### src/rtl/bcd_pkg.sv
// rtl/bcd_pkg.sv - shared types and constants for the serial BCD adder
package bcd_pkg;

    localparam int BCD_W   = 4;
    localparam int BCD_MAX = 9;

    typedef enum logic [1:0] {
        IDLE = 2'd0,
        RUN  = 2'd1,
        DONE = 2'd2
    } state_t;

endpackage

### src/rtl/bcd_digit_add.sv
// rtl/bcd_digit_add.sv - one-digit decimal adder with +6 correction
module bcd_digit_add
    import bcd_pkg::*;
(
    input  logic [BCD_W-1:0] a,
    input  logic [BCD_W-1:0] b,
    input  logic             cin,
    output logic [BCD_W-1:0] digit,
    output logic             cout
);

    logic [BCD_W:0] s;
    logic [BCD_W:0] s_adj;

    // Five bits are enough even for out-of-range digits (15 + 15 + 1).
    assign s     = {1'b0, a} + {1'b0, b} + {{BCD_W{1'b0}}, cin};
    assign s_adj = s + (BCD_W + 1)'(6);

    always_comb begin
        digit = s[BCD_W-1:0];
        cout  = 1'b0;
        if (s > (BCD_W + 1)'(BCD_MAX)) begin
            digit = s_adj[BCD_W-1:0];
            cout  = 1'b1;
        end
    end

endmodule

### src/rtl/bcd_serial_adder.sv
// rtl/bcd_serial_adder.sv - digit-serial BCD add/subtract, one digit per clock
module bcd_serial_adder
    import bcd_pkg::*;
#(
    parameter int DIGITS = 4
) (
    input  logic                    clk,
    input  logic                    rst_n,
    input  logic                    Start,
    input  logic                    Sub,
    input  logic                    Cin,
    input  logic [BCD_W*DIGITS-1:0] A,
    input  logic [BCD_W*DIGITS-1:0] B,
    output logic                    Ready,
    output logic                    Done,
    output logic [BCD_W*DIGITS-1:0] Sum,
    output logic                    Carry,
    output logic                    Error
);

    localparam int W     = BCD_W * DIGITS;
    localparam int IDX_W = $clog2(DIGITS) + 1;

    state_t             state;
    state_t             state_nxt;
    logic [IDX_W-1:0]   idx;
    logic [W-1:0]       a_r;
    logic [W-1:0]       b_r;
    logic [W-1:0]       sum_r;
    logic               sub_r;
    logic               carry_r;
    logic               err_r;

    logic               accept;
    logic               last;
    logic               in_err;
    logic [BCD_W-1:0]   a_dig;
    logic [BCD_W-1:0]   b_dig;
    logic [BCD_W-1:0]   b_eff;
    logic [BCD_W-1:0]   dig;
    logic               cout;

    assign accept = (state == IDLE) && Start;
    assign last   = (idx == IDX_W'(DIGITS - 1));

    always_comb begin
        in_err = 1'b0;
        for (int i = 0; i < DIGITS; i++) begin
            if (A[i*BCD_W +: BCD_W] > BCD_W'(BCD_MAX) ||
                B[i*BCD_W +: BCD_W] > BCD_W'(BCD_MAX))
                in_err = 1'b1;
        end
    end

    // Subtraction uses the nines' complement of B plus an initial carry of one.
    assign a_dig = a_r[idx*BCD_W +: BCD_W];
    assign b_dig = b_r[idx*BCD_W +: BCD_W];
    assign b_eff = sub_r ? (BCD_W'(BCD_MAX) - b_dig) : b_dig;

    bcd_digit_add u_digit (
        .a     (a_dig),
        .b     (b_eff),
        .cin   (carry_r),
        .digit (dig),
        .cout  (cout)
    );

    always_ff @(posedge clk or negedge rst_n) begin
        if (!rst_n)
            state <= IDLE;
        else
            state <= state_nxt;
    end

    always_comb begin
        state_nxt = state;
        case (state)
            IDLE:    if (Start) state_nxt = RUN;
            RUN:     if (last)  state_nxt = DONE;
            DONE:    state_nxt = IDLE;
            default: state_nxt = IDLE;
        endcase
    end

    always_ff @(posedge clk or negedge rst_n) begin
        if (!rst_n) begin
            a_r     <= '0;
            b_r     <= '0;
            sub_r   <= 1'b0;
            sum_r   <= '0;
            idx     <= '0;
            carry_r <= 1'b0;
            err_r   <= 1'b0;
        end else if (accept) begin
            a_r     <= A;
            b_r     <= B;
            sub_r   <= Sub;
            sum_r   <= '0;
            idx     <= '0;
            carry_r <= Sub ? 1'b1 : Cin;
            err_r   <= in_err;
        end else if (state == RUN) begin
            sum_r[idx*BCD_W +: BCD_W] <= dig;
            carry_r                   <= cout;
            idx                       <= idx + 1'b1;
        end
    end

    assign Ready = (state == IDLE);
    assign Done  = (state == DONE);
    assign Sum   = sum_r;
    assign Carry = carry_r;
    assign Error = err_r;

endmodule

### config.mk
export PLATFORM = sky130hd
export DESIGN_NAME = bcd_serial_adder
export DESIGN_NICKNAME = d
export VERILOG_FILES = /design/src/rtl/bcd_pkg.sv /design/src/rtl/bcd_digit_add.sv /design/src/rtl/bcd_serial_adder.sv
export SDC_FILE = /design/constraint.sdc
export NUM_CORES = 1
export LEC_CHECK = 0
export ABC_AREA = 1
export CELL_PAD_IN_SITES_DETAIL_PLACEMENT = 0
export CELL_PAD_IN_SITES_GLOBAL_PLACEMENT = 1
export CORE_UTILIZATION = 30
export CTS_CLUSTER_DIAMETER = 100
export CTS_CLUSTER_SIZE = 12
export DETAILED_ROUTE_END_ITERATION = 10
export PLACE_DENSITY_LB_ADDON = 0.1
export SLEW_MARGIN = 10
export SYNTH_ARGS = -nofsm -noshare
export SYNTH_HDL_FRONTEND = slang
export SYNTH_SLANG_ARGS = --single-unit
export TNS_END_PERCENT = 50
### constraint.sdc
create_clock -name clk -period 2.8 [get_ports clk]
set_input_delay 0.42 -clock clk [delete_from_list [all_inputs] [get_ports clk]]
set_output_delay 0.42 -clock clk [all_outputs]
set_load 0.03 [all_outputs]
==> flow_summary.yaml <==
clocking:
  cts_buffer_depth: 2
  clk_latency_ps: 310
  cts_sinks: 56
  cts_root_buf: "clkbuf_8"
  clkTransAtPathRegs_ps: 100
  cts_tree: "built"
  postCtsHoldBufs: 0
  cts_buffers: 5
  h-tree-depth: 2
sta:
  setup_ws_ps: -63.45
  maxClockFrequency_mhz: 349.2
  slew_violations: 0
  holdWs_ps: 250.6
  slew_headroom: 0.5138
  finalHoldViolations: 0
  tightest_slew_ps: 729.3
  finClkSkew_ps: 8.809
  timing.final.crit_share: 1.023
  setup_viol: 11
  rsz0062_at_grt: "yes"
  period_needed_ps: 2863
drt:
  drt_wl_total_um: 8297
  vias: 2746
  drtPass1Iterations: 7
  post-route-drc-count: 1
  drt-vias-per-instance: 4.561
  ant_nets: 0
  wl_per_cell_um: 13.78
  first_iter_violations: 93
final_layout:
  n_antenna_cell: 0
  final_layout_size_suffix_gt1_frac: 0.2388
  n_fill_cell: 1014
  area_growth_pct: 44.70
  layout.nets: 521
  instances_no_fill: 602
  utilization: 0.4446
floorplanning:
  io_pins: 57
  initial_core_util: 0.3072
  row_count: 36
  dieArea_um2: 10370
  core_area_um2: 9729
  die_h_um: 101.8
  die_x_um: 101.8
critical_path:
  crit_buf_inv: 3
  cp_max_fo: 4
  reg2regPathDepth: 16
  critical_path.cell_chain: "clkinvlp_4 > o21ai_1 > o22ai_2 > nand2_2 > xor2_2 > fa_2 > inv_2 > fa_2 > inv_2 > ha_4 > nand2_2 > a21boi_2 > nand2_2 > nand3_2 > nand4_1 > nand2_1"
  cpMostUsedCell: "nand2_2"
  slowest_delay_ps: 450
  r2r-start: "idx[1]"
  critPathKind: "reg2reg"
  cp-end-kind: "flop"
  required_ps: 3000
  arrival_ps: 3070
  critPathTopFamily: "adder cells"
  critical_path.startpoint_type: "flop"
  r2r-end: "Sum[14]"
  r2r_setup_slack_ps: -60
  crit_slowest_cell: "dfrtp_2"
grt:
  grt_max_degree: 57
  grt_pass1_wl_um: 13500
  track_usage: 0.1692
  grt_pass1_vias: 2641
  grt_antenna_before_repair: 0
  gr-total-overflow: 0
yosys:
  synthCells: 376
  syn-cell-area_um2: 2989
  syn-mean-instance-area_um2: 7.950
  synthAdderAreaFrac: 0.06362
  synth_mux_area_frac: 0
  yosys.area_share.xor_xnor: 0.005860
  ys_seq_area_frac: 0.4688
  ys_warn_count: 0
  synth_top_family_by_area: "simple AND/OR/NAND/NOR gates"
  synth-simple-area-share: 0.2683
  synth_compound_area_frac: 0.1201
  yosys_register_bits: 56
  synth_nets: 427
  yosys.cell_types.count: 32
status:
  failed_checks: "design-rule violations, negative setup slack"
  status: "finished, violations left"
flow_run:
  max-cap-violations: 0
min_path:
  hp-class: "in2async"
placed_design:
  place_congestion: 0.8098
  dp_hpwl_um: 5994
  io_buffers: 56
  dp.cells: 579
==> flip-flops by register name, indices dropped and copies added (netlist names) <==
signal and cells:
b_r 16, state 2, Carry 1, Error 1
sub_r 1, a_r 16, Sum 16, idx 3
==> repair_timing <==
item	in CTS	in global routing
resized for setup	17	32
pin swaps	12	24
gates cloned	1	0
endpoints found under the setup margin	13	13
setup buffers	6	10
==> cells in the final DEF (no fill, tap or decap), types with 2 or more instances in the layout <==
master	count
nand3_1	9
nand2_1	111
nor3_2	2
ha_4	3
o22ai_2	2
buf_4	37
inv_1	27
o21ai_0	14
dfrtp_2	2
ha_1	9
clkdlybuf4s50_1	55
nand3_2	8
nand2_2	9
clkbuf_8	5
inv_2	8
a21oi_1	12
o21ai_1	19
nor2_1	26
fa_2	2
o21a_1	2
nand4_1	7
dfrtp_1	54
nor3_4	2
o22ai_1	5
nor2_2	6
buf_12	3
o21ai_2	6
nand2_4	4
buf_6	3
buf_2	2
==> worst reg2reg max path: cells and delay by family (launching register included) <==
family	cells	cell delay [ps]
buffers and inverters	3	270
and+or+nand+nor	6	590
DFF	1	450
xor gates and xnor gates	1	180
AOI/OAI and AO/OA	3	350
adders and majority gates	3	920
==> per-layer routing <==
| layer | global-route usage | vias up | wire [µm] | share of wire |
|---|---|---|---|---|
| met5 | 0 | - | 0 | 0 |
| met4 | 0.03297 | 0 | 87 | 0.010 |
| met3 | 0.02257 | 7 | 210 | 0.025 |
| met2 | 0.2755 | 43 | 3953 | 0.48 |
| met1 | 0.2423 | 1293 | 4046 | 0.49 |
| li1 | - | 1403 | - | - |
==> per-stage QoR <==
step / setup TNS (ps) / instance area [µm²] / setup WS (ps)
6_report: -288.3 / 4325 / -63.45
5_1_grt: -2434 / 4325 / -223.7
4_1_cts: -45.30 / 4118 / -11.04
3_5_place_dp: -1313 / 3904 / -136.4
3_3_place_gp: -1105 / 3904 / -126.3
2_1_floorplan: -1046 / 3047 / -94.74
==> cell usage after synthesis <==
master,instances,share of area
dfrtp_1,56,0.47
nand3_1,17,0.028
o21ai_1,22,0.037
nor3_1,1,0.0017
inv_2,6,0.0075
a31oi_1,1,0.0021
o21ai_0,17,0.028
a21oi_1,13,0.022
clkbuf_1,2,0.0025
a21boi_1,1,0.0025
xor2_1,2,0.0059
nand3_2,1,0.0033
buf_2,7,0.012
nor4_1,1,0.0021
fa_1,2,0.013
buf_4,2,0.0050
nand2_2,1,0.0021
a32o_1,1,0.0033
nand2_1,123,0.15
or2_1,1,0.0021
o22ai_1,7,0.015
o21a_1,2,0.0050
o31ai_1,1,0.0025
ha_1,12,0.050
nor3_4,2,0.011
buf_6,2,0.0075
nor2_2,2,0.0042
nor3_2,2,0.0067
nor2_1,30,0.038
inv_1,31,0.039
nand4_1,7,0.015
o21ai_2,1,0.0029
==> layout make-up <==
class | count | area, µm² | area share
Inverter | 37 | 147.6 | 0.03413
Multi-Input combinational cell | 270 | 1577 | 0.3645
Clock buffer | 5 | 68.82 | 0.01591
Tap cell | 133 | 166.4 | 0.03847
Sequential cell | 56 | 1404 | 0.3246
Clock inverter | 1 | 30.03 | 0.006942
Timing Repair Buffer | 100 | 932.1 | 0.2155
==> how the worst max path moves through the flow <==
stage | slack (ps) | start | endpoint | cells after the start
global route | -220 | idx[0] | Sum[6] | 21
CTS | -10 | idx[0] | Sum[10] | 17
detailed placement | -140 | idx[0] | Sum[10] | 18
finish | -60 | idx[1] | Sum[14] | 16
floorplan | -90 | idx[1] | Sum[9] | 18
global placement | -130 | idx[0] | Sum[10] | 18
==> cell families (layout without fill, tap and decap cells) <==
family                   Yosys count  in the layout
AO/OA/AOI/OAI                     66             66
XOR/XNOR                           2              2
AND/OR/NAND/NOR                  188            188
flip-flops                        56             56
buffers and inverters             50            143
adder cells (fa/ha/maj)           14             14
Power is left out: the tool's default activity adds up to more than one toggle a clock period on the data nets, which glitch-free logic cannot reach.
==> RTL edit 1: new RTL, same settings <==
Change the package constant `BCD_W` from 4 to 5.
--- a/src/rtl/bcd_pkg.sv
+++ b/src/rtl/bcd_pkg.sv
@@ -2,5 +2,5 @@
 package bcd_pkg;
 
-    localparam int BCD_W   = 4;
+    localparam int BCD_W   = 5;
     localparam int BCD_MAX = 9;
 
Ports: changed (resized A, B and Sum); port bits go from 57 to 69. No check against the original RTL was run, so the function may have changed too.
==> RTL edit 1 against the original RTL <==
- routed wire length rose by 24%
- hold slack got worse by 0.14 ns
- final area rose by 23%
- worst setup slack improved by 0.13 ns
- area after synthesis rose by 25%
- count of clock-buffer cells in the layout rose by 7
- sequential cell count rose by 12
- via count rose by 21%
- critical path type unchanged
Power is left out: the tool's default activity adds up to more than one toggle a clock period on the data nets, which glitch-free logic cannot reach.
==> RTL edit 1: results (changes against the original RTL) <==
Yosys
  – Synth unique cells: 41 (+28%)
  – Top cells by area, synth: dfrtp_1 (45%), nand2_1 (15%), o21ai_0 (5.6%)
  – Synth top cells by count: nand2_1 (149), dfrtp_1 (68), o21ai_0 (42)
  – Syn_nets: 523 (+22%)
  – Synth Area per Inst: 8.051 µm² (+1.3%)
  – Register area share after synthesis: 45.45% (-1.4 points)

Route
  – Detailed Routing Iterations Pass 1: 4 (-3)
  – DRT iter0 DRCs: 94 (+1.1%)
  – Met3 wire length: 358 µm (+70%)
  – Wire length on met1: 4564 µm (+13%)
  – WL/cell: 13.99 µm (+1.5%)
  – Vias per cell: 4.523 (-0.84%)
  – Met2 Routed Length: 5191 µm (+31%)
  – Routed WL: 10300 µm (+24%)

Clock network
  – CTS Buf Count: 9 (+4)
  – Clock Root Buffer: clkbuf_16
  – Post-cts resize count: 19 (+2)
  – CTS HTree Levels: 3 (+1)
  – Worst skew pair latency: 0.34 ns (+0.03 ns)
  – Clock transition at path regs: 0.06 ns (-0.04 ns)
  – Longest Clk Path Bufs: 2 (unchanged)
  – Post-CTS setup buffer count: 8 (+2)

Placement
  – Placer Congestion: 0.8400 (+3.7%)
  – Post-DP HPWL: 7890 µm (+32%)
  – Place WS: -0.1063 ns (+0.03015 ns)
  – Dpl cells: 709 (+22%)
  – Dpl cell area: 4736 µm² (+21%)
  – Port Buffers: 68 (+21%)

Worst setup path
  – R2R Setup Slk: 0.06 ns (+0.13 ns)
  – Slowest stage delay, CP: 0.45 ns (about the same)
  – Critical Path End: Sum[6]$_DFFE_PN0P_
  – Critical path startpoint: idx[0]$_DFFE_PN0P_
  – CP top delay family: simple AND/OR/NAND/NOR gates
  – CP Data Arrival Time: 3.01 ns (-0.06 ns)
  – Slowest cell on the critical path: dfrtp_2
  – CP Max Fanout: 7 (+3)
  – Worst r2r dst: Sum[6]$_DFFE_PN0P_

GRT
  – Met3 Use GR: 4.091% (+1.8 points)
  – First-pass GRT wire length: 17120 µm (+27%)
  – Overall global routing resource usage: 17.42% (+0.50 points)
  – Largest net degree at the start of global routing: 43 (-25%)
  – GR Layer Usage met1: 21.21% (-3.0 points)
  – Vias in the first global route: 3401 (+29%)
  – GR Util met2: 29.96% (+2.4 points)

Cells and area
  – Sequential Area: 1705 µm² (+21%)
  – Layout cell share with drive strength beyond 1: 21.13% (-2.8 points)
  – Fin nets: 621 (+19%)
  – Fillers: 1254 (+24%)

Timing
  – Fin Hold WS: 0.1098 ns (-0.1408 ns)
  – Final Critical Period: 2.738 ns (-0.1252 ns)
  – Clock Skew: 0.005307 ns (-0.003502 ns)
  – Max-slew headroom: 55.30% (+3.9 points)

Outcome
  – Status: complete, no violations

Hold path
  – Worst Hold Class: in2async
==> RTL edit 1: changes by cell type in the layout (fill, tap and decap cells not counted), moves of 8 or more <==
| cell | before | now |
|---|---|---|
| nand3_1 | 9 | 17 |
| nand2_1 | 111 | 147 |
| o21ai_0 | 14 | 38 |
| clkdlybuf4s50_1 | 55 | 67 |
| clkbuf_16 | 0 | 9 |
| dfrtp_1 | 54 | 65 |
| inv_1 | 27 | 36 |
| buf_4 | 37 | 27 |
| o21ai_1 | 19 | 4 |
==> RTL edit 1: cell families (layout without fill, tap and decap cells) <==
group	after synthesis	after routing	share of synthesized area, %
compound gates	71	71	10.63
xor+xnor	4	4	1.638
simple gates	245	245	30.25
buf+inv	64	167	7.286
fa+ha+maj	13	13	4.746
flops	68	68	45.45
==> RTL edit 1: cell type report <==
type                            instances  area share (%)
Clock buffer                           12           4.805
Clock inverter                          4          0.8908
Inverter                               47           3.493
Multi-Input combinational cell        333           36.17
Sequential cell                        68           31.95
Tap cell                              168           3.938
Timing Repair Buffer                  104           18.75
==> RTL edit 2: new RTL, config.mk and constraints unchanged <==
Made on the original files. Re-encode `state_t` (3 states) as one-hot, 3 bits wide.
--- a/src/rtl/bcd_pkg.sv
+++ b/src/rtl/bcd_pkg.sv
@@ -5,8 +5,8 @@
     localparam int BCD_MAX = 9;
 
-    typedef enum logic [1:0] {
-        IDLE = 2'd0,
-        RUN  = 2'd1,
-        DONE = 2'd2
+    typedef enum logic [2:0] {
+        IDLE = 3'b001,
+        RUN  = 3'b010,
+        DONE = 3'b100
     } state_t;
 
Behaviour: no difference found for any inputs over 10 cycles, from zero or initial values and one cycle with rst_n low; not proved beyond that.
==> RTL edit 2 against the original RTL <==
- routed wire length shrank 1.9%
- critical path type unchanged
- area after synthesis rose by 0.92%
- non-clock buffer count fell by 2
- sequential cell count rose by 1
- maximum frequency fell by 2.9%
- worst setup slack worse by 0.084 ns
- highest routed layer unchanged
- synthesized cell count increased by 2.4%
- sequential share of layout area up 0.81 points
- the run ends with setup timing left
- final area down 0.61%
- via count increased by 2.4%
Power is left out: the tool's default activity adds up to more than one toggle a clock period on the data nets, which glitch-free logic cannot reach.
==> RTL edit 2: results (changes against the original RTL) <==
Outcome
  – Status: finished with violations
  – Failing checks: setup timing

Yosys
  – Synth unique cells: 28 (-13%)
  – Syn_nets: 433 (+1.4%)
  – Synth Area per Inst: 7.835 µm² (-1.4%)

Timing
  – Least-Margin Pin Slew: 0.6860 ns (-0.04338 ns)
  – Clock Skew: 0.01263 ns (+0.003821 ns)
  – Setup slack after layout: -0.1477 ns (-0.08427 ns)
  – Final setup fails: 13 (+2)

GRT
  – Met3 Use GR: 2.941% (+0.68 points)
  – GR Layer Usage met1: 21.60% (-2.6 points)
  – Largest net degree at the start of global routing: 38 (-33%)
  – Overall global routing resource usage: 17.72% (+0.80 points)
  – First-pass GRT wire length: 13810 µm (+2.3%)
  – GR Util met2: 30.15% (+2.6 points)

Route
  – Vias: 2811 (+2.4%)
  – Detailed Routing Iterations Pass 1: 5 (-2)
  – DRT iter0 DRCs: 48 (-48%)
  – Routed WL: 8139 µm (-1.9%)

Clock network
  – Clock transition at path regs: 0.07 ns (-0.03 ns)
  – Worst skew pair latency: 0.35 ns (+0.04 ns)
  – CTS HTree Levels: 3 (+1)

Worst setup path
  – Critical path startpoint: idx[0]$_DFFE_PN0P_
  – Worst r2r dst: Sum[14]$_DFFE_PN0P_
  – CP Max Fanout: 5 (+1)
  – CP Data Arrival Time: 3.18 ns (+0.11 ns)

Placement
  – Dpl cell area: 3866 µm² (-0.96%)
  – Placer Congestion: 0.7537 (-6.9%)
  – Post-DP HPWL: 5903 µm (-1.5%)
  – Dpl cells: 587 (+1.4%)

Cells and area
  – Layout cell share with drive strength beyond 1: 20.99% (-2.9 points)
  – Fin nets: 529 (+1.5%)
-- RTL edit 2: worst max path at each step --
stage                                endpoint  slack (ns)  cells after the start
after global placement    Sum[13]$_DFFE_PN0P_       -0.21                     19
after detailed placement  Sum[13]$_DFFE_PN0P_       -0.23                     19
after CTS                  Sum[3]$_DFFE_PN0P_       -0.11                     18
final                     Sum[14]$_DFFE_PN0P_       -0.15                     16
after global routing      Sum[15]$_DFFE_PN0P_       -0.34                     22
after floorplan             Carry$_DFFE_PN0P_       -0.03                     16
-- RTL edit 2: routing by layer --
layer  share of wire (%)  routed length, µm  up-vias
met5                   0                  0        -
met4                 2.9                237        0
met3                 2.5                203       15
met2                  50               4036       54
met1                  45               3661     1311
li1                    -                  -     1431
-- RTL edit 2: logic make-up (layout without fill, tap and decap cells) --
group	after synthesis	in the layout	share of synthesized area [%]
AND/OR/NAND/NOR	217	217	30.78
AO/OA/AOI/OAI	53	53	9.125
flip-flops	57	57	47.32
buffers and inverters	45	146	7.134
adder cells (fa/ha/maj)	11	11	5.060
XOR/XNOR	2	2	0.5808
-- RTL edit 2: worst max-delay path: stages (launching register included) --
cell	delay (ns)
dfrtp_2	0.48
buf_6	0.13
o21ai_2	0.05
o22ai_1	0.14
nand2_1	0.11
xor2_2	0.19
fa_2	0.36
inv_2	0.08
fa_2	0.43
inv_2	0.10
ha_4	0.13
nand2_1	0.04
a21boi_2	0.15
nand2_2	0.08
nand3_1	0.17
nand4_1	0.15
nand2_1	0.05
-- RTL edit 2: cell type report --
cell class	instances	area, µm²
timing repair buffer	98	907.1
multi-input combinational	283	1471
clock buffer	11	141.4
fill	1047	5475
tap	133	166.4
timing repair inverter	1	3.754
sequential	57	1430
inverter	31	123.9
clock inverter	5	55.05
-- RTL edit 2: stage by stage --
step	TNS, ns	hold WS [ns]
floorplan	-0.1529	0.1244
global placement	-2.299	0.4553
detailed placement	-2.525	0.4610
CTS	-1.234	0.1341
global route	-4.077	0.1628
finish	-1.558	0.1144
-- RTL edit 2: timing repair --
action / 4_1_cts / 5_1_grt
resized for setup: 27 / 8
gates cloned: 1 / 0
pin swaps: 9 / 16
buffers inserted: 13 / 2
setup endpoints to repair: 13 / 13
